--- src/rtl/mem_arbiter_if.sv ---
// Bus bundle between the instruction/data ports, the arbiter and the single-port SRAM.
// The arbiter takes the slave modport; the cores plus the SRAM model take the master modport.
interface mem_arbiter_if #(
  parameter int AW = 14
);
  logic          im_req;
  logic [31:0]   im_addr;
  logic          im_gnt;
  logic          im_rvalid;
  logic [31:0]   im_rdata;

  logic          dm_req;
  logic [3:0]    dm_we;
  logic [31:0]   dm_addr;
  logic [31:0]   dm_wdata;
  logic          dm_gnt;
  logic          dm_rvalid;
  logic [31:0]   dm_rdata;

  logic          sram_cs;
  logic          sram_oe;
  logic [3:0]    sram_web;
  logic [AW-1:0] sram_a;
  logic [31:0]   sram_di;
  logic [31:0]   sram_do;

  modport slave (
    input  im_req, im_addr, dm_req, dm_we, dm_addr, dm_wdata, sram_do,
    output im_gnt, im_rvalid, im_rdata, dm_gnt, dm_rvalid, dm_rdata,
    output sram_cs, sram_oe, sram_web, sram_a, sram_di
  );

  modport master (
    output im_req, im_addr, dm_req, dm_we, dm_addr, dm_wdata, sram_do,
    input  im_gnt, im_rvalid, im_rdata, dm_gnt, dm_rvalid, dm_rdata,
    input  sram_cs, sram_oe, sram_web, sram_a, sram_di
  );
endinterface

--- src/rtl/mem_arbiter.sv ---
// Two-port (instruction fetch / data) arbiter onto one single-port SRAM with
// DM priority and a starvation counter that periodically forces an IM grant.
module mem_arbiter #(
  parameter int AW         = 14,
  parameter int STARVE_MAX = 4
) (
  input  logic         clk,
  input  logic         rst,
  mem_arbiter_if.slave bus,
  output logic         dbg_state,
  output logic [3:0]   dbg_starve_cnt
);

  // Handshake: a port holds req (and its address/data) until it sees gnt in the
  // same cycle; gnt is combinational and a granted read returns rvalid/rdata in
  // exactly the next cycle. A port may be re-granted while its rvalid is high.

  typedef enum logic {
    ARB      = 1'b0,
    FORCE_IM = 1'b1
  } state_t;

  state_t      state, state_nxt;
  logic [3:0]  starve_cnt, starve_nxt;
  logic        im_gnt, dm_gnt, dm_rd;
  logic        im_rvalid_q, dm_rvalid_q;
  logic [31:0] im_rdata_q, dm_rdata_q;

  always_comb begin
    im_gnt     = 1'b0;
    dm_gnt     = 1'b0;
    state_nxt  = state;
    starve_nxt = starve_cnt;

    if (!rst) begin
      if (state == FORCE_IM) begin
        im_gnt = bus.im_req;
        dm_gnt = bus.dm_req & ~bus.im_req;
      end else begin
        dm_gnt = bus.dm_req;
        im_gnt = bus.im_req & ~bus.dm_req;
      end
    end

    if (bus.im_req && !im_gnt) starve_nxt = starve_cnt + 4'd1;
    else                       starve_nxt = 4'd0;

    case (state)
      ARB: begin
        if (bus.im_req && !im_gnt && (starve_cnt == 4'(STARVE_MAX - 1)))
          state_nxt = FORCE_IM;
      end
      FORCE_IM: state_nxt = ARB;
      default:  state_nxt = ARB;
    endcase
  end

  assign dm_rd = dm_gnt && (bus.dm_we == 4'h0);

  // SRAM drive: idle values unless a port holds the grant this cycle.
  always_comb begin
    bus.sram_cs  = 1'b0;
    bus.sram_oe  = 1'b0;
    bus.sram_web = 4'hF;
    bus.sram_a   = '0;
    bus.sram_di  = 32'h0;
    if (im_gnt) begin
      bus.sram_cs = 1'b1;
      bus.sram_oe = 1'b1;
      bus.sram_a  = bus.im_addr[AW+1:2];
    end else if (dm_gnt) begin
      bus.sram_cs  = 1'b1;
      bus.sram_oe  = (bus.dm_we == 4'h0);
      bus.sram_web = ~bus.dm_we;
      bus.sram_a   = bus.dm_addr[AW+1:2];
      bus.sram_di  = bus.dm_wdata;
    end
  end

  always_ff @(posedge clk or posedge rst) begin
    if (rst) begin
      state       <= ARB;
      starve_cnt  <= 4'd0;
      im_rvalid_q <= 1'b0;
      dm_rvalid_q <= 1'b0;
      im_rdata_q  <= 32'h0;
      dm_rdata_q  <= 32'h0;
    end else begin
      state       <= state_nxt;
      starve_cnt  <= starve_nxt;
      im_rvalid_q <= im_gnt;
      dm_rvalid_q <= dm_rd;
      // The SRAM is clocked on the falling edge, so sram_do already holds the
      // word for this cycle's grant when the rising edge arrives.
      if (im_gnt) im_rdata_q <= bus.sram_do;
      if (dm_rd)  dm_rdata_q <= bus.sram_do;
    end
  end

  assign bus.im_gnt    = im_gnt;
  assign bus.dm_gnt    = dm_gnt;
  assign bus.im_rvalid = im_rvalid_q;
  assign bus.dm_rvalid = dm_rvalid_q;
  assign bus.im_rdata  = im_rdata_q;
  assign bus.dm_rdata  = dm_rdata_q;

  assign dbg_state      = state;
  assign dbg_starve_cnt = starve_cnt;

  // Byte-offset and high address bits are not part of the word address.
  logic unused_addr_bits;
  assign unused_addr_bits = &{1'b0, bus.im_addr[1:0], bus.im_addr[31:AW+2],
                              bus.dm_addr[1:0], bus.dm_addr[31:AW+2]};

endmodule
--- src/flat_wrapper.sv ---
// flat-port wrapper written by rule: the top's interface ports become plain ports
module mem_arbiter_flat 
#(
  parameter int AW         = 14,
  parameter int STARVE_MAX = 4
)
  (clk, rst, dbg_state, dbg_starve_cnt, bus_im_req, bus_im_addr, bus_dm_req, bus_dm_we, bus_dm_addr, bus_dm_wdata, bus_sram_do, bus_im_gnt, bus_im_rvalid, bus_im_rdata, bus_dm_gnt, bus_dm_rvalid, bus_dm_rdata, bus_sram_cs, bus_sram_oe, bus_sram_web, bus_sram_a, bus_sram_di);
  mem_arbiter_if #(.AW(AW)) bus_i ();
  input  logic clk;
  input  logic rst;
  output logic dbg_state;
  output logic [3:0] dbg_starve_cnt;
  input wire logic [$bits(bus_i.im_req)-1:0] bus_im_req;
  input wire logic [$bits(bus_i.im_addr)-1:0] bus_im_addr;
  input wire logic [$bits(bus_i.dm_req)-1:0] bus_dm_req;
  input wire logic [$bits(bus_i.dm_we)-1:0] bus_dm_we;
  input wire logic [$bits(bus_i.dm_addr)-1:0] bus_dm_addr;
  input wire logic [$bits(bus_i.dm_wdata)-1:0] bus_dm_wdata;
  input wire logic [$bits(bus_i.sram_do)-1:0] bus_sram_do;
  output wire logic [$bits(bus_i.im_gnt)-1:0] bus_im_gnt;
  output wire logic [$bits(bus_i.im_rvalid)-1:0] bus_im_rvalid;
  output wire logic [$bits(bus_i.im_rdata)-1:0] bus_im_rdata;
  output wire logic [$bits(bus_i.dm_gnt)-1:0] bus_dm_gnt;
  output wire logic [$bits(bus_i.dm_rvalid)-1:0] bus_dm_rvalid;
  output wire logic [$bits(bus_i.dm_rdata)-1:0] bus_dm_rdata;
  output wire logic [$bits(bus_i.sram_cs)-1:0] bus_sram_cs;
  output wire logic [$bits(bus_i.sram_oe)-1:0] bus_sram_oe;
  output wire logic [$bits(bus_i.sram_web)-1:0] bus_sram_web;
  output wire logic [$bits(bus_i.sram_a)-1:0] bus_sram_a;
  output wire logic [$bits(bus_i.sram_di)-1:0] bus_sram_di;
  assign bus_i.im_req = bus_im_req;
  assign bus_i.im_addr = bus_im_addr;
  assign bus_i.dm_req = bus_dm_req;
  assign bus_i.dm_we = bus_dm_we;
  assign bus_i.dm_addr = bus_dm_addr;
  assign bus_i.dm_wdata = bus_dm_wdata;
  assign bus_i.sram_do = bus_sram_do;
  assign bus_im_gnt = bus_i.im_gnt;
  assign bus_im_rvalid = bus_i.im_rvalid;
  assign bus_im_rdata = bus_i.im_rdata;
  assign bus_dm_gnt = bus_i.dm_gnt;
  assign bus_dm_rvalid = bus_i.dm_rvalid;
  assign bus_dm_rdata = bus_i.dm_rdata;
  assign bus_sram_cs = bus_i.sram_cs;
  assign bus_sram_oe = bus_i.sram_oe;
  assign bus_sram_web = bus_i.sram_web;
  assign bus_sram_a = bus_i.sram_a;
  assign bus_sram_di = bus_i.sram_di;
  mem_arbiter #(.AW(AW), .STARVE_MAX(STARVE_MAX)) u_core (.clk(clk), .rst(rst), .bus(bus_i), .dbg_state(dbg_state), .dbg_starve_cnt(dbg_starve_cnt));
endmodule
--- config.mk ---
export PLATFORM = sky130hd
export DESIGN_NAME = mem_arbiter_flat
export DESIGN_NICKNAME = d
export VERILOG_FILES = /design/src/rtl/mem_arbiter_if.sv /design/src/rtl/mem_arbiter.sv /design/src/flat_wrapper.sv
export SDC_FILE = /design/constraint.sdc
export NUM_CORES = 1
export LEC_CHECK = 0
export ABC_AREA = 1
export BUFFER_PORTS_ARGS = -buffer_cell sky130_fd_sc_hd__buf_2
export CAP_MARGIN = 25
export CORE_AREA = 2 2 100 102
export CTS_CLUSTER_SIZE = 30
export DETAILED_ROUTE_END_ITERATION = 8
export DIE_AREA = 0 0 102 104
export PLACE_DENSITY = 0.82
export SLEW_MARGIN = 40
export SYNTH_ARGS = -nofsm -noshare
export SYNTH_HDL_FRONTEND = slang
export SYNTH_SLANG_ARGS = --single-unit
--- constraint.sdc ---
create_clock -name clk -period 4.7 [get_ports clk]
set_input_delay 1.41 -clock clk [delete_from_list [all_inputs] [get_ports clk]]
set_output_delay 1.41 -clock clk [all_outputs]
set_load 0.005 [all_outputs]
=== After elaboration in Yosys (flattened, before gate mapping) ===
Cells that the tools add are included.

* Multiplexer cells: 17
* Eq/ne operators: 1
* $add $sub $neg: 1
* Reduce and logical (&&, ||, !) cells: 5
* Bitwise gates (word level): 6

{| class="wikitable"
|+ Operator list
! kind !! number
|-
| $mux 32 || 2
|-
| $mux 14 || 2
|-
| $mux 4 || 3
|-
| $mux 1 || 9
|-
| $add 4x1->4 const B || 1
|-
| $eq 4x2->1 const B || 1
|-
| $logic_not 4->1 || 1
|-
| $not 4->4 || 1
|-
| $logic_and 1x1->1 || 3
|-
| $not 1->1 || 3
|-
| $and 1x1->1 || 2
|-
| $pmux 1 s2 || 1
|-
| $logic_not 1->1 || 1
|}

* Bits in registers: 71
* Input bits: 136
* Output and inout port bits: 125
* Logic and storage cells: 36

=== Depth between registers and ports, before layout ===
Gate-level depths: netlist (run 1).

* Depth in word-level cells: 9
* Mapped depth: 8
* Gate-level depth less buffers: 6

=== Worst setup path after synthesis (run 1) ===
OpenSTA, ideal clock, no wires.

* Path kind: input to output
* Start point: in rst
* End point: out bus_sram_a[10]
* Slack: 0.263 ns
* Buffers on the path: 1
* Stages on the path: 6
* Data arrival time: 3.027 ns
* Required time: 3.290 ns
* Path through: inv_2 nand2_2 nor2_8 buf_2 nand2_1 nand2_1

* Longest elaborated chain between the ends: 3
* Elaborated cells on any way between the ends: 4
* Classes of those cells: 4 x mux

{| class="wikitable"
|+ RTL lines
! element !! RTL line !! RTL
|-
| start, declared || flat_wrapper.sv:10 || <nowiki>input logic rst;</nowiki>
|-
| $mux 1 || mem_arbiter.sv:35 || <nowiki>if (!rst) begin</nowiki>
|-
| via bus_dm_gnt || flat_wrapper.sv:23 || <nowiki>output wire logic [$bits(bus_i.dm_gnt)-1:0] bus_dm_gnt;</nowiki>
|-
| $mux 14 || mem_arbiter.sv:71 || <nowiki>end else if (dm_gnt) begin</nowiki>
|-
| $mux 14 || mem_arbiter.sv:67 || <nowiki>if (im_gnt) begin</nowiki>
|-
| end, declared || flat_wrapper.sv:29 || <nowiki>output wire logic [$bits(bus_i.sram_a)-1:0] bus_sram_a;</nowiki>
|}

The timed path passes the listed nets, and every way through them passes these cells.

=== Final worst setup path (run 1) ===
* Start point: in rst
* End point: out bus_sram_di[18]

* Longest elaborated chain between the ends: 3
* Elaborated cells on any way between the ends: 4
* Classes of those cells: 4 x mux

{| class="wikitable"
|+ RTL lines
! element !! RTL line !! RTL
|-
| $mux 1 || mem_arbiter.sv:35 ||
|-
| $mux 32 || mem_arbiter.sv:71 ||
|-
| $mux 32 (*) || mem_arbiter.sv:67 ||
|-
| end, declared || flat_wrapper.sv:30 || <nowiki>output wire logic [$bits(bus_i.sram_di)-1:0] bus_sram_di;</nowiki>
|}

Every way passes the cells marked *; elsewhere a longest branch is shown, timed or not.

==> flow_summary.json, run 1 <==
{
  "setup.worst_path.end_class": "output port",
  "antenna_found_initial": 0,
  "cts_tree": "built",
  "muxShareOfSynthArea_pct": 0,
  "setup_viol": 0,
  "clockBufferDepth": 2,
  "synth_top_family_by_area": "simple AND/OR/NAND/NOR gates",
  "drv_cap": 0,
  "clk_pin_slew_worst_paths_ns": 0.07,
  "floorplan.initialDensity_pct": 34.9,
  "period_needed_ns": 4.14,
  "arrival_ns": 2.73,
  "synth_simple_gate_area_share_pct": 35.7,
  "grt_overflow_total": 0,
  "syn_area_um2": 3340,
  "synth_xor_area_share_pct": 0.263,
  "syn_nets": 569,
  "ys_ff_latch": 71,
  "drive_gt1_share_pct": 39.2,
  "worst_pin_slew_ns": 0.499,
  "postCtsHoldBufs": 0,
  "synthAdderAreaFrac_pct": 0.375,
  "finalSetupTns_ns": 0,
  "period_share_pct": 88.0,
  "cp_slowest_cell": "nor2_8",
  "yosysSeqAreaShare_pct": 53.3,
  "slew_headroom_pct": 66.7,
  "final_area_um2": 4710,
  "fillCellCount": 1000,
  "cpPeakStageDelay_ns": 0.32,
  "syn_area_per_cell_um2": 7.72,
  "hold_end": "u_core.bus.dm_rdata[9]",
  "vias": 3402,
  "h-tree-depth": 3,
  "worst_ep_required_time_ns": 3.29,
  "p_per_area_nw_per_um2": 330,
  "final_nets": 791,
  "ir_drop_v": 0.000156,
  "ant_nets": 0,
  "skew_ns": 0.00487,
  "yosysWarnings": 0,
  "crit_family": "buffers and inverters",
  "grt_pass1_vias": 3359,
  "cts.sinks": 71,
  "synth_cells": 432,
  "hold_viol_final": 0,
  "diodes": 0,
  "dieArea_um2": 10600,
  "synth-compound-area-share_pct": 0,
  "rrSetupSlack_ns": 2.96,
  "worstHoldStart": "u_core.bus.dm_rdata[9]",
  "holdPathStages": 2,
  "core-area_um2": 9550,
  "drtIter0Drc": 101,
  "pin_count": 261,
  "p_leak_nw": 3.07,
  "rr_worst_depth": 8,
  "yosysUniqueCellTypes": 18,
  "insertion_delay_ns": 0.34,
  "fmax_mhz": 242,
  "cp-start-kind": "input pin",
  "grt_pass1_wl_um": 15600,
  "final_util_pct": 49.3,
  "grt.total_usage_pct": 18.6,
  "root_buffer": "clkbuf_8",
  "die_w_um": 102,
  "grt_max_degree": 37,
  "path_buf_inv": 4,
  "status": "finished, final reports clean",
  "slew_viol_final": 0,
  "vias_per_cell": 4.30,
  "area_growth_pct": 41.1,
  "remaining_drc_errors": 0,
  "wl_per_cell_um": 12.3,
  "first_pass_iters": 4,
  "io_buffer_count": 224,
  "totalWireLength_um": 9770,
  "cts_resized": 0,
  "criticalPathCategory": "in2out",
  "hold_class": "reg2reg",
  "rows": 36,
  "dp_hpwl_um": 7230,
  "cp_num_cells": 7,
  "gp_congestion": 0.799,
  "worstReg2RegStart": "u_core.dbg_state",
  "timing.final.ws_setup_ns": 0.563,
  "reg2reg_to": "u_core.bus.dm_rdata[28]",
  "cts_setup_buffers": 0,
  "pre_cts_ws_ns": 0.524,
  "fp.dieH_um": 104,
  "crit_chain": "buf_2 > inv_2 > nand2_2 > nor2_8 > inv_2 > nor2_1 > buf_2",
  "rsz0062_at_grt": "no",
  "cts_buffers": 9,
  "p_total_mw": 1.55,
  "placedInstanceArea_um2": 4520,
  "crit_fanout": 33
}
[power breakdown]
| group | switching, mW | leakage, nW | internal (mW) | total [mW] |
|---|---|---|---|---|
| registers | 0.0532 | 0.909 | 0.710 | 0.763 |
| logic | 0.180 | 2.07 | 0.163 | 0.343 |
| clock network | 0.238 | 0.0926 | 0.208 | 0.446 |
| total | 0.472 | 3.07 | 1.08 | 1.55 |
[flip-flops by register name (all words and copies together) (netlist names)]
register	flops
u_core.bus.dm_rdata	32
u_core.bus.dm_rvalid	1
u_core.bus.im_rdata	32
u_core.bus.im_rvalid	1
u_core.dbg_starve_cnt	4
u_core.dbg_state	1
[cell usage after synthesis]
cell        n  area [µm²]
buf_2       5        25.0
buf_4       4        30.0
buf_6      10         113
clkbuf_1    3        11.3
dfrtp_1    71        1780
ha_1        1        12.5
inv_1      41         154
inv_2       4        15.0
nand2_1   215         807
nand2_2     1        6.26
nand2_4     1        11.3
nand3_1    33         165
nand3_4     1        17.5
nand4_1     2        12.5
nor2_1     37         139
nor2_4      1        11.3
nor2_8      1        20.0
xnor2_1     1        8.76
[cells by family (layout without fill, tap and decap cells)]
| family | Yosys count | count (layout) |
|---|---|---|
| and+or+nand+nor | 292 | 292 |
| DFF | 71 | 71 |
| buffers and inverters | 67 | 294 |
| adders and majority gates | 1 | 1 |
| xor gates and xnor gates | 1 | 1 |
[placed cells by master (no fill, tap or decap), drive strengths merged]
cell and instances:
clkinv 4, nand3 34, clkinvlp 1, xnor2 1, nand4 2, dfrtp 71, nor2 39, ha 1
clkbuf 10, inv 46, buf 233, nand2 217
[per-stage QoR]
stage          instances  hold slack (ns)
3_3_place_gp         775            0.448
3_5_place_dp         776            0.454
5_1_grt              792            0.495
6_report             792            0.467
4_1_cts              792            0.473
2_1_floorplan        432            0.465
[worst max path at each step]
stage               start         endpoint  slack (ns)
floorplan             rst   bus_sram_a[10]        0.26
global placement      rst   bus_sram_di[7]        0.55
detailed placement    rst   bus_sram_di[3]        0.52
CTS                   rst   bus_sram_di[3]        0.52
global route          rst  bus_sram_di[22]        0.38
finish                rst  bus_sram_di[18]        0.56
[cell type report]
| type | instances | area (µm²) | area share, % |
|---|---|---|---|
| tap | 133 | 166 | 3.54 |
| clock inverter | 6 | 43.8 | 0.931 |
| clock buffer | 10 | 138 | 2.92 |
| timing repair buffer | 233 | 1200 | 25.5 |
| sequential | 71 | 1780 | 37.8 |
| inverter | 45 | 169 | 3.59 |
| multi-input combinational | 294 | 1210 | 25.7 |
[worst reg2reg max path, stage by stage, from the launching register on]
cell,delay (ns)
dfrtp_1,0.40
nand2_1,0.08
inv_2,0.06
nor2_8,0.27
buf_4,0.32
nand2_4,0.07
buf_4,0.26
nand2_1,0.11
nand2_1,0.07
[routing by layer]
metal / GRT usage [%] / vias to the layer above / share of wire [%]
met5: 0 / - / 0
met4: 6.67 / 0 / 1.4
met3: 3.90 / 12 / 7.2
met2: 32.9 / 153 / 51
met1: 21.8 / 1510 / 41
li1: - / 1727 / -
No activity file was read; power rests on OpenSTA's default activity.
==> inputs of run 2 (changes only) <==
Clock period 4.7 ns to 4.4 ns, I/O delays scaled along.
==> run 2 against run 1 <==
Net effect: die area did not move; sequential share of layout area rose by 0.22 points; worst hold slack improved by 0.0013 ns; first-iteration DRC count rose by 50%; cell count fell by 0.51%; largest power group unchanged.
==> flow_summary.json, run 2 (synthesis results as in run 1) <==
{
  "floorplan.initialDensity_pct": 34.9,
  "grt_pass1_wl_um": 15000,
  "arrival_ns": 2.61,
  "core-area_um2": 9550,
  "final_common_cell": "buf_2",
  "grt_overflow_total": 0,
  "remaining_drc_errors": 0,
  "final_cell_mix": "224 x buf_2, 215 x nand2_1, 71 x dfrtp_1",
  "cts_setup_buffers": 0,
  "wl_per_cell_um": 11.9,
  "grt.total_usage_pct": 17.8,
  "rows": 36,
  "fillCellCount": 980,
  "hold_class": "reg2reg",
  "grt_max_degree": 72,
  "cp_slowest_cell": "nor2_8",
  "gp_congestion": 0.797,
  "io_buffer_count": 224,
  "clk_pin_slew_worst_paths_ns": 0.07,
  "antenna_found_initial": 0,
  "drv_cap": 0,
  "setup.worst_path.end_class": "output port",
  "cts.sinks": 71,
  "rsz0062_at_grt": "no",
  "dp.cells": 773,
  "skew_ns": 0.00910,
  "vias": 3440,
  "fmax_mhz": 255,
  "first_pass_iters": 4,
  "criticalPathCategory": "in2out",
  "status": "finished, final reports clean",
  "diodes": 0,
  "setup_viol": 0,
  "cp-start-kind": "input pin",
  "grt_pass1_vias": 3321,
  "final_nets": 788,
  "slew_viol_final": 0,
  "worst_pin_slew_ns": 0.620,
  "worst_ep_required_time_ns": 3.08,
  "postCtsHoldBufs": 0,
  "finalSetupTns_ns": 0,
  "cpPeakStageDelay_ns": 0.35,
  "p_total_mw": 1.67,
  "p_leak_nw": 3.05,
  "cts_buffers": 9,
  "dp_hpwl_um": 6890,
  "fp.dieH_um": 104,
  "drtIter0Drc": 151,
  "p_per_area_nw_per_um2": 358,
  "clockBufferDepth": 2,
  "period_share_pct": 89.3,
  "crit_fanout": 33,
  "period_needed_ns": 3.93,
  "pin_count": 261,
  "dieArea_um2": 10600,
  "cts_resized": 0,
  "vias_per_cell": 4.37,
  "cts_tree": "built",
  "h-tree-depth": 3,
  "ant_nets": 0,
  "drive_gt1_share_pct": 38.8,
  "die_w_um": 102,
  "crit_chain": "buf_2 > inv_2 > nand2_2 > nor2_8 > inv_2 > nor2_1 > buf_2",
  "fin_cells": 788,
  "totalWireLength_um": 9400,
  "root_buffer": "clkbuf_8",
  "insertion_delay_ns": 0.33,
  "rrSetupSlack_ns": 2.82,
  "slew_headroom_pct": 58.7,
  "area_growth_pct": 40.2,
  "ir_drop_v": 0.000153,
  "hold_viol_final": 0
}
==> run 2: cell types whose count changed in the layout (fill, tap and decap cells not counted) <==
| cell | previous run | this run |
|---|---|---|
| bufinv_16 | 0 | 1 |
| clkinv_4 | 2 | 0 |
| buf_12 | 1 | 0 |
| clkbuf_8 | 10 | 9 |
| clkinv_2 | 2 | 3 |
| buf_6 | 0 | 1 |
| buf_4 | 8 | 5 |
==> run 2: path summary, 6_finish.rpt <==
check | start | to | cells after the start
worst max-delay path | rst | bus_sram_di[0] | 7
worst min-delay path | u_core.bus.dm_rdata[4] | u_core.bus.dm_rdata[4] | 2
worst max register to register | u_core.dbg_state | u_core.bus.im_rdata[22] | 7
worst min register to register | u_core.bus.dm_rdata[4] | u_core.bus.dm_rdata[4] | 2
max in group asynchronous | rst | u_core.bus.dm_rdata[8] | 3
min in group asynchronous | rst | u_core.bus.dm_rdata[0] | 3
==> run 2: power breakdown <==
part / internal (mW) / leakage (nW) / total (mW) / switching (mW)
clock network: 0.258 / 0.0953 / 0.498 / 0.241
registers: 0.758 / 0.909 / 0.815 / 0.0565
logic: 0.172 / 2.05 / 0.361 / 0.188
==> run 2: routing by layer <==
metal / track usage [%] / routed length [µm] / vias to the layer above
li1: - / - / 1721
met1: 20.2 / 3840 / 1543
met2: 32.6 / 4750 / 161
met3: 3.02 / 646 / 15
met4: 6.76 / 165 / 0
met5: 0 / 0 / -
==> run 2: metrics by stage <==
stage	utilization, %	cell area [µm²]	worst slack, ns	hold slack [ns]
global route	49.0	4680	0.285	0.497
global placement	47.0	4490	0.467	0.448
detailed placement	47.1	4490	0.438	0.454
floorplan	-	3340	0.143	0.465
finish	49.0	4680	0.471	0.469
CTS	49.0	4680	0.440	0.472
==> run 2: area by class of cell <==
class	instances	area [µm²]	share of cell area, %
Clock buffer	9	124	2.65
Sequential cell	71	1780	38.0
Timing Repair Buffer	230	1170	25.0
Multi-Input combinational cell	294	1210	25.9
Inverter	45	169	3.61
Tap cell	133	166	3.56
Clock inverter	6	61.3	1.31
==> run 2: critical path: cells and delay by family <==
kind / cells / cell delay [ns]
buffers and inverters: 4 / 0.65
and+or+nand+nor: 3 / 0.62
